File: config.mk
export PLATFORM = sky130hd
export DESIGN_NAME = movavg_inv_flat
export DESIGN_NICKNAME = d
export VERILOG_FILES = /design/src/rtl/movavg_inv_if.sv /design/src/rtl/movavg_inv.sv /design/src/flat_wrapper.sv
export SDC_FILE = /design/constraint.sdc
export NUM_CORES = 1
export LEC_CHECK = 0
export ABC_AREA = 1
export CORE_UTILIZATION = 40
export CTS_CLUSTER_SIZE = 14
export DETAILED_ROUTE_END_ITERATION = 6
export SLEW_MARGIN = 0
export SYNTH_ARGS = -nofsm -noshare
export SYNTH_HDL_FRONTEND = slang
export SYNTH_SLANG_ARGS = --single-unit
File: constraint.sdc
create_clock -name clk -period 13.1 [get_ports clk]
set_input_delay 2.62 -clock clk [delete_from_list [all_inputs] [get_ports clk]]
set_output_delay 2.62 -clock clk [all_outputs]
set_load 0.05 [all_outputs]
File: src/rtl/movavg_inv_if.sv
// movavg_inv_if: valid/ready stream carrying one lane-A/lane-B word pair per beat.
interface movavg_inv_if #(parameter int W = 64);
  logic         valid;
  logic         ready;
  logic [W-1:0] a;
  logic [W-1:0] b;
  modport master (output valid, a, b, input ready);
  modport slave  (input valid, a, b, output ready);
endinterface

File: src/rtl/movavg_inv.sv
// movavg_inv: inverse of the two-lane moving-sum filter; rebuilds the original sample pair from each sum pair.
module movavg_inv #(
  parameter int W  = 64,
  parameter int CW = 32
) (
  input  logic          clk,
  input  logic          reset,
  input  logic          clear,
  movavg_inv_if.slave   in_if,
  movavg_inv_if.master  out_if,
  output logic [CW-1:0] beat_count
);
  logic [W-1:0] pa1, pb1, pa2;
  logic [W-1:0] ha1, hb1, ha2;
  logic [W-1:0] a_k, b_k;
  logic         acc;
  assign in_if.ready = !out_if.valid || out_if.ready;
  assign acc = in_if.valid && in_if.ready;
  // clear makes a same-cycle beat see zero history, as after a forward-filter reset
  assign ha1 = clear ? '0 : pa1;
  assign hb1 = clear ? '0 : pb1;
  assign ha2 = clear ? '0 : pa2;
  assign b_k = in_if.b - ha1 - hb1 - ha2;
  assign a_k = in_if.a - b_k - ha1 - hb1;
  always_ff @(posedge clk or posedge reset) begin
    if (reset) begin
      pa1          <= '0;
      pb1          <= '0;
      pa2          <= '0;
      beat_count   <= '0;
      out_if.valid <= 1'b0;
      out_if.a     <= '0;
      out_if.b     <= '0;
    end else begin
      if (acc || clear) begin
        pa2 <= acc ? ha1 : '0;
        pa1 <= acc ? a_k : '0;
        pb1 <= acc ? b_k : '0;
      end
      beat_count <= (clear ? '0 : beat_count) + {{(CW-1){1'b0}}, acc};
      if (acc) begin
        out_if.valid <= 1'b1;
        out_if.a     <= a_k;
        out_if.b     <= b_k;
      end else if (out_if.ready) begin
        out_if.valid <= 1'b0;
      end
    end
  end
endmodule
File: src/flat_wrapper.sv
// flat-port wrapper written by rule: the top's interface ports become plain ports
module movavg_inv_flat 
#(
  parameter int W  = 64,
  parameter int CW = 32
)
  (clk, reset, clear, beat_count, in_if_valid, in_if_a, in_if_b, in_if_ready, out_if_valid, out_if_a, out_if_b, out_if_ready);
  movavg_inv_if #(.W(W)) in_if_i ();
  movavg_inv_if #(.W(W)) out_if_i ();
  input  logic clk;
  input  logic reset;
  input  logic clear;
  output logic [CW-1:0] beat_count;
  input wire logic [$bits(in_if_i.valid)-1:0] in_if_valid;
  input wire logic [$bits(in_if_i.a)-1:0] in_if_a;
  input wire logic [$bits(in_if_i.b)-1:0] in_if_b;
  output wire logic [$bits(in_if_i.ready)-1:0] in_if_ready;
  output wire logic [$bits(out_if_i.valid)-1:0] out_if_valid;
  output wire logic [$bits(out_if_i.a)-1:0] out_if_a;
  output wire logic [$bits(out_if_i.b)-1:0] out_if_b;
  input wire logic [$bits(out_if_i.ready)-1:0] out_if_ready;
  assign in_if_i.valid = in_if_valid;
  assign in_if_i.a = in_if_a;
  assign in_if_i.b = in_if_b;
  assign in_if_ready = in_if_i.ready;
  assign out_if_valid = out_if_i.valid;
  assign out_if_a = out_if_i.a;
  assign out_if_b = out_if_i.b;
  assign out_if_i.ready = out_if_ready;
  movavg_inv #(.W(W), .CW(CW)) u_core (.clk(clk), .reset(reset), .clear(clear), .in_if(in_if_i), .out_if(out_if_i), .beat_count(beat_count));
endmodule
==> results of run 1 <==
[logic make-up after synthesis]
| kind of cell | share of synthesized area |
|---|---|
| xor gates and xnor gates | 0.0164 |
| AOI/OAI and AO/OA | 0.104 |
| buffers and inverters | 0.138 |
| adders and majority gates | 0.219 |
| and+or+nand+nor | 0.233 |
| DFF | 0.289 |
[tightest hold or removal path: cells and delay by family, from the launching register on]
kind	cells	cell delay, ns
DFF	1	0.34
and+or+nand+nor	2	0.10
[registers in the layout, summed over array words and instances, names as in the netlist]
| register | count |
|---|---|
| u_core.pb1 | 64 |
| u_core.out_if.valid | 1 |
| u_core.pa1 | 64 |
| u_core.out_if.b | 64 |
| u_core.pa2 | 64 |
| u_core.beat_count | 32 |
| u_core.out_if.a | 64 |
[final cells by class]
type                            count  area (sq um)
Clock buffer                       54          1210
Timing Repair Buffer              308          3060
Multi-Input combinational cell   2764         17500
Sequential cell                   353          8830
Antenna cell                        1          2.50
Inverter                         1040          3920
Clock inverter                     20           284
Tap cell                          969          1210
Fill cell                        7761         39000
[final timing paths]
check / start / end / slack (ns)
min in group asynchronous: reset / u_core.out_if.b[22] / 2.54
max reg2reg: u_core.pb1[17] / u_core.pa1[27] / 4.58
max in group asynchronous: reset / u_core.out_if.a[4] / 8.29
max: clear / u_core.pa1[27] / 2.32
min: u_core.out_if.b[29] / u_core.out_if.b[29] / 0.48
min reg2reg: u_core.out_if.b[29] / u_core.out_if.b[29] / 0.48
[layer usage]
metal | vias to the layer above | share of wire | GRT usage
met2 | 865 | 0.45 | 0.489
met1 | 13468 | 0.45 | 0.422
li1 | 13408 | - | -
met3 | 188 | 0.054 | 0.0408
met4 | 2 | 0.040 | 0.111
met5 | - | 0.00073 | 0.00813
[cell usage in the layout (no fill, tap or decap), drive strengths merged]
cell type / Yosys / final
and3: 2 / 2
and3b: 1 / 1
clkinv: 1 / 10
a21boi: 5 / 5
or2: 21 / 21
a31oi: 11 / 11
nor3: 36 / 36
buf: 24 / 15
clkinvlp: 0 / 2
o22ai: 55 / 55
nand3: 192 / 192
clkdlybuf4s50: 0 / 293
o21bai: 20 / 20
xnor2: 19 / 19
and2: 4 / 4
o211ai: 9 / 9
nand3b: 9 / 9
clkbuf: 57 / 54
o21a: 6 / 6
nand4: 31 / 31
a21oi: 214 / 214
dfrtp: 353 / 353
a211oi: 1 / 1
nor2: 485 / 485
xor2: 38 / 38
nand2: 945 / 945
o221ai: 2 / 2
diode: 0 / 1
o2111ai: 2 / 2
bufinv: 0 / 5
o21ai: 250 / 250
ha: 130 / 130
fa: 252 / 252
a21o: 11 / 11
nor4: 13 / 13
inv: 1039 / 1043
[per-stage QoR]
| step | hold slack [ns] | worst slack, ns | utilization |
|---|---|---|---|
| global placement | 0.462 | 2.07 | 0.460 |
| global route | 0.498 | 2.12 | 0.480 |
| floorplan | 0.449 | 0.688 | - |
| CTS | 0.482 | 2.61 | 0.480 |
| detailed placement | 0.466 | 1.97 | 0.460 |
| finish | 0.479 | 2.32 | 0.480 |
==> impl_metrics.csv, run 1 <==
group,metric,value,unit
sta,clock_skew,0.0218,ns
die,fp-row-count,100,
sta,tightest_slew,1.00,ns
synth,synth.area.top_cells,"dfrtp_1 29%, fa_1 17%, inv_1 13%, nand2_1 12%, nor2_1 5.9%",
synth,yosys-top-cells-count,"1,037 x inv_1, 941 x nand2_1, 479 x nor2_1",
setup_path,cp-end-kind,"flop",
clock_network,cts_tree,"built",
finish,area_growth,17.9,%
synth,yosysMostFrequentCell,"inv_1",
sta,fmax,92.8,MHz
synth,yosysTopAreaCell,"dfrtp_1",
detailed_routing,wl,117000,um
clock_network,ctsHtreeMaxLevel,2,
die,core-area,74900,sq um
setup_path,cp_num_cells,27,
clock_network,clk_latency,0.60,ns
detailed_routing,postRouteAntennaNets,0,
place,hpwl,97700,um
synth,synth_nets,4753,
clock_network,clock_path_buffers,3,
clock_network,cts-root-buf,"clkbuf_16",
sta,maxSlewViolCount,0,
setup_path,cpLargestDelayFamily,"compound AO/OA/AOI/OAI gates",
detailed_routing,wl_per_cell,21.3,um
setup_path,cp.arrival,11.21,ns
synth,yosysUniqueCellTypes,48,
synth,synthFlopType,"dfrtp_1",
detailed_routing,viasPerCell,5.07,
worst_hold_path,hold_path_class,"reg -> reg",
clock_network,post_cts_resized,0,
setup_path,cp.required,13.53,ns
status,run_status,"finished, final reports clean",
die,fp.dieH,278,um
synth,yosysTopAreaCellShare,0.289,
detailed_routing,routed-via-count,27931,
synth,synth_enable_flop_cells,0,
clock_network,clkSinkCount,353,
detailed_routing,first_pass_iters,6,
place,place_congestion,1.07,
setup_path,crit_path_max_incr_delay,0.77,ns
place,dp_cells,5434,
finish,final_cell_area,36000,sq um
setup_path,critPathLaunchType,"input pin",
clock_network,cts_made_buffers,43,
place,placed_cell_area,34500,sq um
setup_path,worstPathBufferInverterCount,5,
die,die_area,77400,sq um
synth,yosys_warnings,0,
grt,grt_max_degree,108,
clock_network,clk_pin_slew,0.06,ns
setup_path,critPathKind,"in -> reg",
grt,grt_pass1_wl,176000,um
grt,grt_pass1_vias,28282,
setup_path,cp_max_fo,77,
sta,finalSetupViolCount,0,
setup_path,cp_slowest_cell,"o21ai_0",
detailed_routing,drc,0,
sta,relSlewSlack,0.324,
synth,seq_area_frac_synth,0.289,
grt,overflow,0,
clock_network,ctsHoldBuffers,0,
clock_network,post-cts-setup-buffers,0,
synth,synthCells,4238,
die,pin_count,295,
worst_hold_path,whs_path_depth,2,
grt,antenna_found_initial,1,
sta,setup_tns,0,ns
die,die_w,278,um
detailed_routing,drt_iter0_markers,2466,
sta,period_needed,10.78,ns
flow_run,drv_cap,0,
synth,async_flop_share,1.00,
synth,syn_avg_cell_area,7.20,sq um
finish,fin_nets,5025,
sta,rsz0062_at_grt,"false",
die,start_util,0.407,
finish,drive_above_1_share,0.0293,
synth,syn_area,30500,sq um
synth,ys_seq_elements,353,
sta,finalHoldViolCount,0,
sta,min_period_over_period,0.823,
finish,layoutNonFillerInstCount,5509,
setup_path,rr_worst_depth,27,
place,portBuffers,294,
grt,track_usage,0.306,
Power of run 1 is not shown: default switching activity piles up to over one toggle a cycle in this logic, so the estimate is an artifact.
==> run 2, diff against run 1 <==
clock period = 10 ns   (was 13.1 ns; I/O delays follow)
==> impl_metrics.csv, run 2 (synthesized netlist as in run 1, its figures left out) <==
group,metric,value,unit
status,run_status,"finished, violations left",
status,violations,"DRC",
sta,rsz0062_at_grt,"false",
setup_path,worstPathBufferInverterCount,7,
die,pin_count,295,
die,die_w,278,um
setup_path,rr_worst_depth,31,
finish,fin_nets,5124,
clock_network,cts-root-buf,"clkbuf_16",
sta,setup_tns,0,ns
detailed_routing,drt_iter0_markers,2430,
clock_network,cts_tree,"built",
finish,diodes,0,
setup_path,cp.required,10.44,ns
worst_hold_path,min-delay-start,"u_core.out_if.a[37]",
sta,finalHoldViolCount,0,
setup_path,cpMostUsedCell,"nand2_1",
sta,period_needed,9.60,ns
sta,finalSetupViolCount,0,
grt,overflow,0,
clock_network,clk_pin_slew,0.06,ns
place,placed_cell_area,35300,sq um
finish,layout_commonest_cell,"inv_1",
sta,maxSlewViolCount,0,
setup_path,cp_slowest_cell,"a21oi_1",
die,start_util,0.407,
finish,mostFrequentLayoutCells,"1,035 x inv_1, 940 x nand2_1, 478 x nor2_1",
setup_path,crit_path_max_incr_delay,0.64,ns
setup_path,critPathLaunchType,"input pin",
sta,clock_skew,0.0264,ns
worst_hold_path,hold_path_class,"reg -> reg",
worst_hold_path,min_to,"u_core.out_if.a[37]",
die,fp.dieH,278,um
place,dp_cells,5532,
detailed_routing,routed-via-count,28266,
place,place_congestion,1.01,
grt,track_usage,0.306,
detailed_routing,drc,2,
detailed_routing,viasPerCell,5.04,
grt,grt_pass1_vias,28418,
clock_network,ctsHtreeMaxLevel,2,
sta,tightest_slew,0.975,ns
flow_run,drv_cap,0,
finish,layoutNonFillerInstCount,5610,
setup_path,rr_startpoint,"u_core.pa2[12]",
clock_network,clock_path_buffers,3,
clock_network,post_cts_resized,0,
setup_path,r2r_slack,2.02,ns
finish,drive_above_1_share,0.0498,
detailed_routing,wl_per_cell,21.0,um
setup_path,cp-end-kind,"flop",
setup_path,cp.arrival,10.03,ns
die,core-area,74900,sq um
setup_path,cp_max_fo,45,
clock_network,clk_latency,0.60,ns
clock_network,ctsHoldBuffers,0,
place,hpwl,98300,um
die,fp-row-count,100,
worst_hold_path,whs_path_depth,2,
detailed_routing,first_pass_iters,7,
detailed_routing,wl,118000,um
grt,grt_pass1_wl,177000,um
setup_path,critPathKind,"in -> reg",
sta,fmax,104,MHz
die,die_area,77400,sq um
setup_path,cpLargestDelayFamily,"simple AND/OR/NAND/NOR gates",
place,portBuffers,294,
clock_network,clkSinkCount,353,
sta,min_period_over_period,0.960,
finish,area_growth,20.4,%
grt,grt_max_degree,147,
setup_path,reg2reg_to,"u_core.pa1[61]",
clock_network,cts_made_buffers,44,
finish,final_cell_area,36700,sq um
grt,antenna_found_initial,1,
clock_network,post-cts-setup-buffers,0,
detailed_routing,postRouteAntennaNets,0,
sta,relSlewSlack,0.350,
run 2: cell types whose count changed in the layout (fill, tap and decap cells not counted):
cell        change
buf_4          +93
buf_12          +5
clkbuf_1        +4
clkinvlp_4      +4
bufinv_16       -3
clkbuf_16       +2
clkinv_16       -1
clkinv_8        -1
diode_2         -1
inv_8           -1
run 2: worst min-delay path, stage by stage, from the launching register on:
cell     delay (ns)
dfrtp_1        0.34
nand2_1        0.05
nand2_1        0.05
run 2: worst max-delay path by stage:
| stage | end | depth (start not counted) | start | slack (ns) |
|---|---|---|---|---|
| after detailed placement | u_core.pa1[61] | 32 | clear | -0.008 |
| after floorplan | u_core.pa1[62] | 42 | clear | 1.44 |
| after global routing | u_core.pa1[61] | 32 | clear | 0.20 |
| after global placement | u_core.pa1[36] | 30 | clear | -0.35 |
| after CTS | u_core.pa1[61] | 32 | clear | 0.59 |
| final | u_core.pa1[61] | 32 | clear | 0.40 |
run 2: metal layers:
layer | GRT usage | up-vias | routed length, um
li1 | - | 13622 | -
met1 | 0.420 | 13537 | 51800
met2 | 0.495 | 934 | 53700
met3 | 0.0455 | 173 | 7520
met4 | 0.102 | 0 | 4500
met5 | 0 | - | 0
run 2: cell type report:
type / instances / area [sq um]
Multi-Input combinational cell: 2764 / 17500
Fill cell: 7696 / 38200
Timing Repair Buffer: 406 / 3860
Sequential cell: 353 / 8830
Inverter: 1040 / 3910
Clock buffer: 60 / 1270
Clock inverter: 18 / 170
Tap cell: 969 / 1210
run 2: through the flow:
stage	hold slack, ns	worst slack (ns)	util
final	0.476	0.404	0.490
after global routing	0.496	0.195	0.490
after CTS	0.481	0.591	0.490
after detailed placement	0.465	-0.00793	0.471
after global placement	0.464	-0.351	0.471
after floorplan	0.449	1.44	-
Power of run 2 is left out for the same reason.
==> run 3, diff against run 2 <==
CTS_CLUSTER_DIAMETER = 50   (was unset)
==> impl_metrics.csv, run 3 (synthesized netlist as in run 1, its figures left out) <==
group,metric,value,unit
clock_network,post_cts_resized,0,
sta,clock_skew,0.0214,ns
die,start_util,0.407,
setup_path,cp_slowest_cell,"a21oi_1",
clock_network,ctsHtreeMaxLevel,2,
die,core-area,74900,sq um
detailed_routing,wl,118000,um
setup_path,cpMostUsedCell,"nand2_1",
sta,worst_slack,0.559,ns
sta,finalSetupViolCount,0,
die,die_w,278,um
clock_network,clk_pin_slew,0.06,ns
grt,antenna_found_initial,0,
grt,overflow,0,
finish,drive_above_1_share,0.0545,
detailed_routing,wl_per_cell,20.9,um
setup_path,cp.required,10.46,ns
die,die_area,77400,sq um
place,place_congestion,1.01,
status,run_status,"finished, final reports clean",
clock_network,cts_tree,"built",
detailed_routing,viasPerCell,5.04,
clock_network,clk_latency,0.62,ns
setup_path,critPathKind,"in -> reg",
setup_path,cp-end-kind,"flop",
clock_network,cts-root-buf,"clkbuf_16",
place,dp_cells,5532,
worst_hold_path,hold_path_class,"reg -> reg",
detailed_routing,drc,0,
setup_path,crit_path_max_incr_delay,0.60,ns
setup_path,cpLargestDelayFamily,"simple AND/OR/NAND/NOR gates",
grt,track_usage,0.307,
detailed_routing,routed-via-count,28375,
setup_path,worstPathBufferInverterCount,7,
sta,min_period_over_period,0.944,
die,fp.dieH,278,um
detailed_routing,drt_iter0_markers,2385,
grt,grt_pass1_vias,28476,
finish,fin_nets,5132,
detailed_routing,postRouteAntennaNets,0,
die,pin_count,295,
flow_run,drv_cap,0,
setup_path,cp.arrival,9.90,ns
clock_network,clkSinkCount,353,
sta,relSlewSlack,0.349,
clock_network,post-cts-setup-buffers,0,
sta,period_needed,9.44,ns
sta,rsz0062_at_grt,"false",
finish,fin_util,0.496,
finish,layout_commonest_cell,"inv_1",
setup_path,critPathLaunchType,"input pin",
place,portBuffers,294,
place,hpwl,98300,um
grt,grt_pass1_wl,178000,um
clock_network,clock_path_buffers,3,
setup_path,cp_max_fo,45,
clock_network,cts_made_buffers,52,
die,fp-row-count,100,
finish,layoutNonFillerInstCount,5630,
place,pre_cts_slack,-0.00793,ns
grt,grt_max_degree,147,
sta,tightest_slew,0.977,ns
sta,finalHoldViolCount,0,
sta,maxSlewViolCount,0,
sta,fmax,106,MHz
finish,mostFrequentLayoutCells,"1,035 x inv_1, 940 x nand2_1, 478 x nor2_1",
clock_network,ctsHoldBuffers,0,
finish,area_growth,21.8,%
detailed_routing,first_pass_iters,6,
==> run 3: cell count changes in the layout (fill, tap and decap cells not counted), sizes merged <==
cell,before,now
clkinvlp,6,2
diode,0,1
bufinv,2,5
clkbuf,60,58
inv,1042,1059
clkinv,8,13
==> run 3: worst paths after layout <==
kind / from / to / slack [ns] / cells past startpoint
setup / recovery: clear / u_core.pa1[61] / 0.56 / 32
hold / removal: u_core.out_if.a[37] / u_core.out_if.a[37] / 0.48 / 2
setup reg to reg: u_core.pb1[13] / u_core.pa1[61] / 2.15 / 31
hold reg to reg: u_core.out_if.a[37] / u_core.out_if.a[37] / 0.48 / 2
max in group asynchronous: reset / u_core.out_if.b[51] / 6.66 / 3
min in group asynchronous: reset / u_core.out_if.a[10] / 1.95 / 2
==> run 3: layer usage <==
metal,vias to the layer above,global-route usage,wire (um)
met2,943,0.494,53800
met1,13610,0.424,52100
met3,170,0.0414,7330
met4,0,0.105,4350
li1,13652,-,-
met5,-,0,0
==> run 3: area by class of cell <==
class | instances | area [sq um]
antenna | 1 | 2.50
fill | 7687 | 37800
clock buffer | 58 | 1380
inverter | 1040 | 3910
clock inverter | 39 | 503
sequential | 353 | 8830
multi-input combinational | 2764 | 17500
tap | 969 | 1210
timing repair buffer | 406 | 3860
==> run 3: metrics by stage <==
stage,hold slack (ns),area (sq um),setup TNS (ns)
floorplan,0.449,30500,0
detailed placement,0.465,35300,-0.00793
global route,0.497,37200,0
finish,0.476,37200,0
CTS,0.482,37200,0
global placement,0.464,35300,-8.67
==> run 3: worst register-to-register path, delay by kind of cell (launching register included) <==
kind | cells | cell delay, ns
AND/OR/NAND/NOR | 15 | 2.96
AO/OA/AOI/OAI | 4 | 1.25
buffers and inverters | 6 | 0.48
flip-flops | 1 | 0.33
adder cells (fa/ha/maj) | 6 | 2.69
Power of run 3 is left out for the same reason.
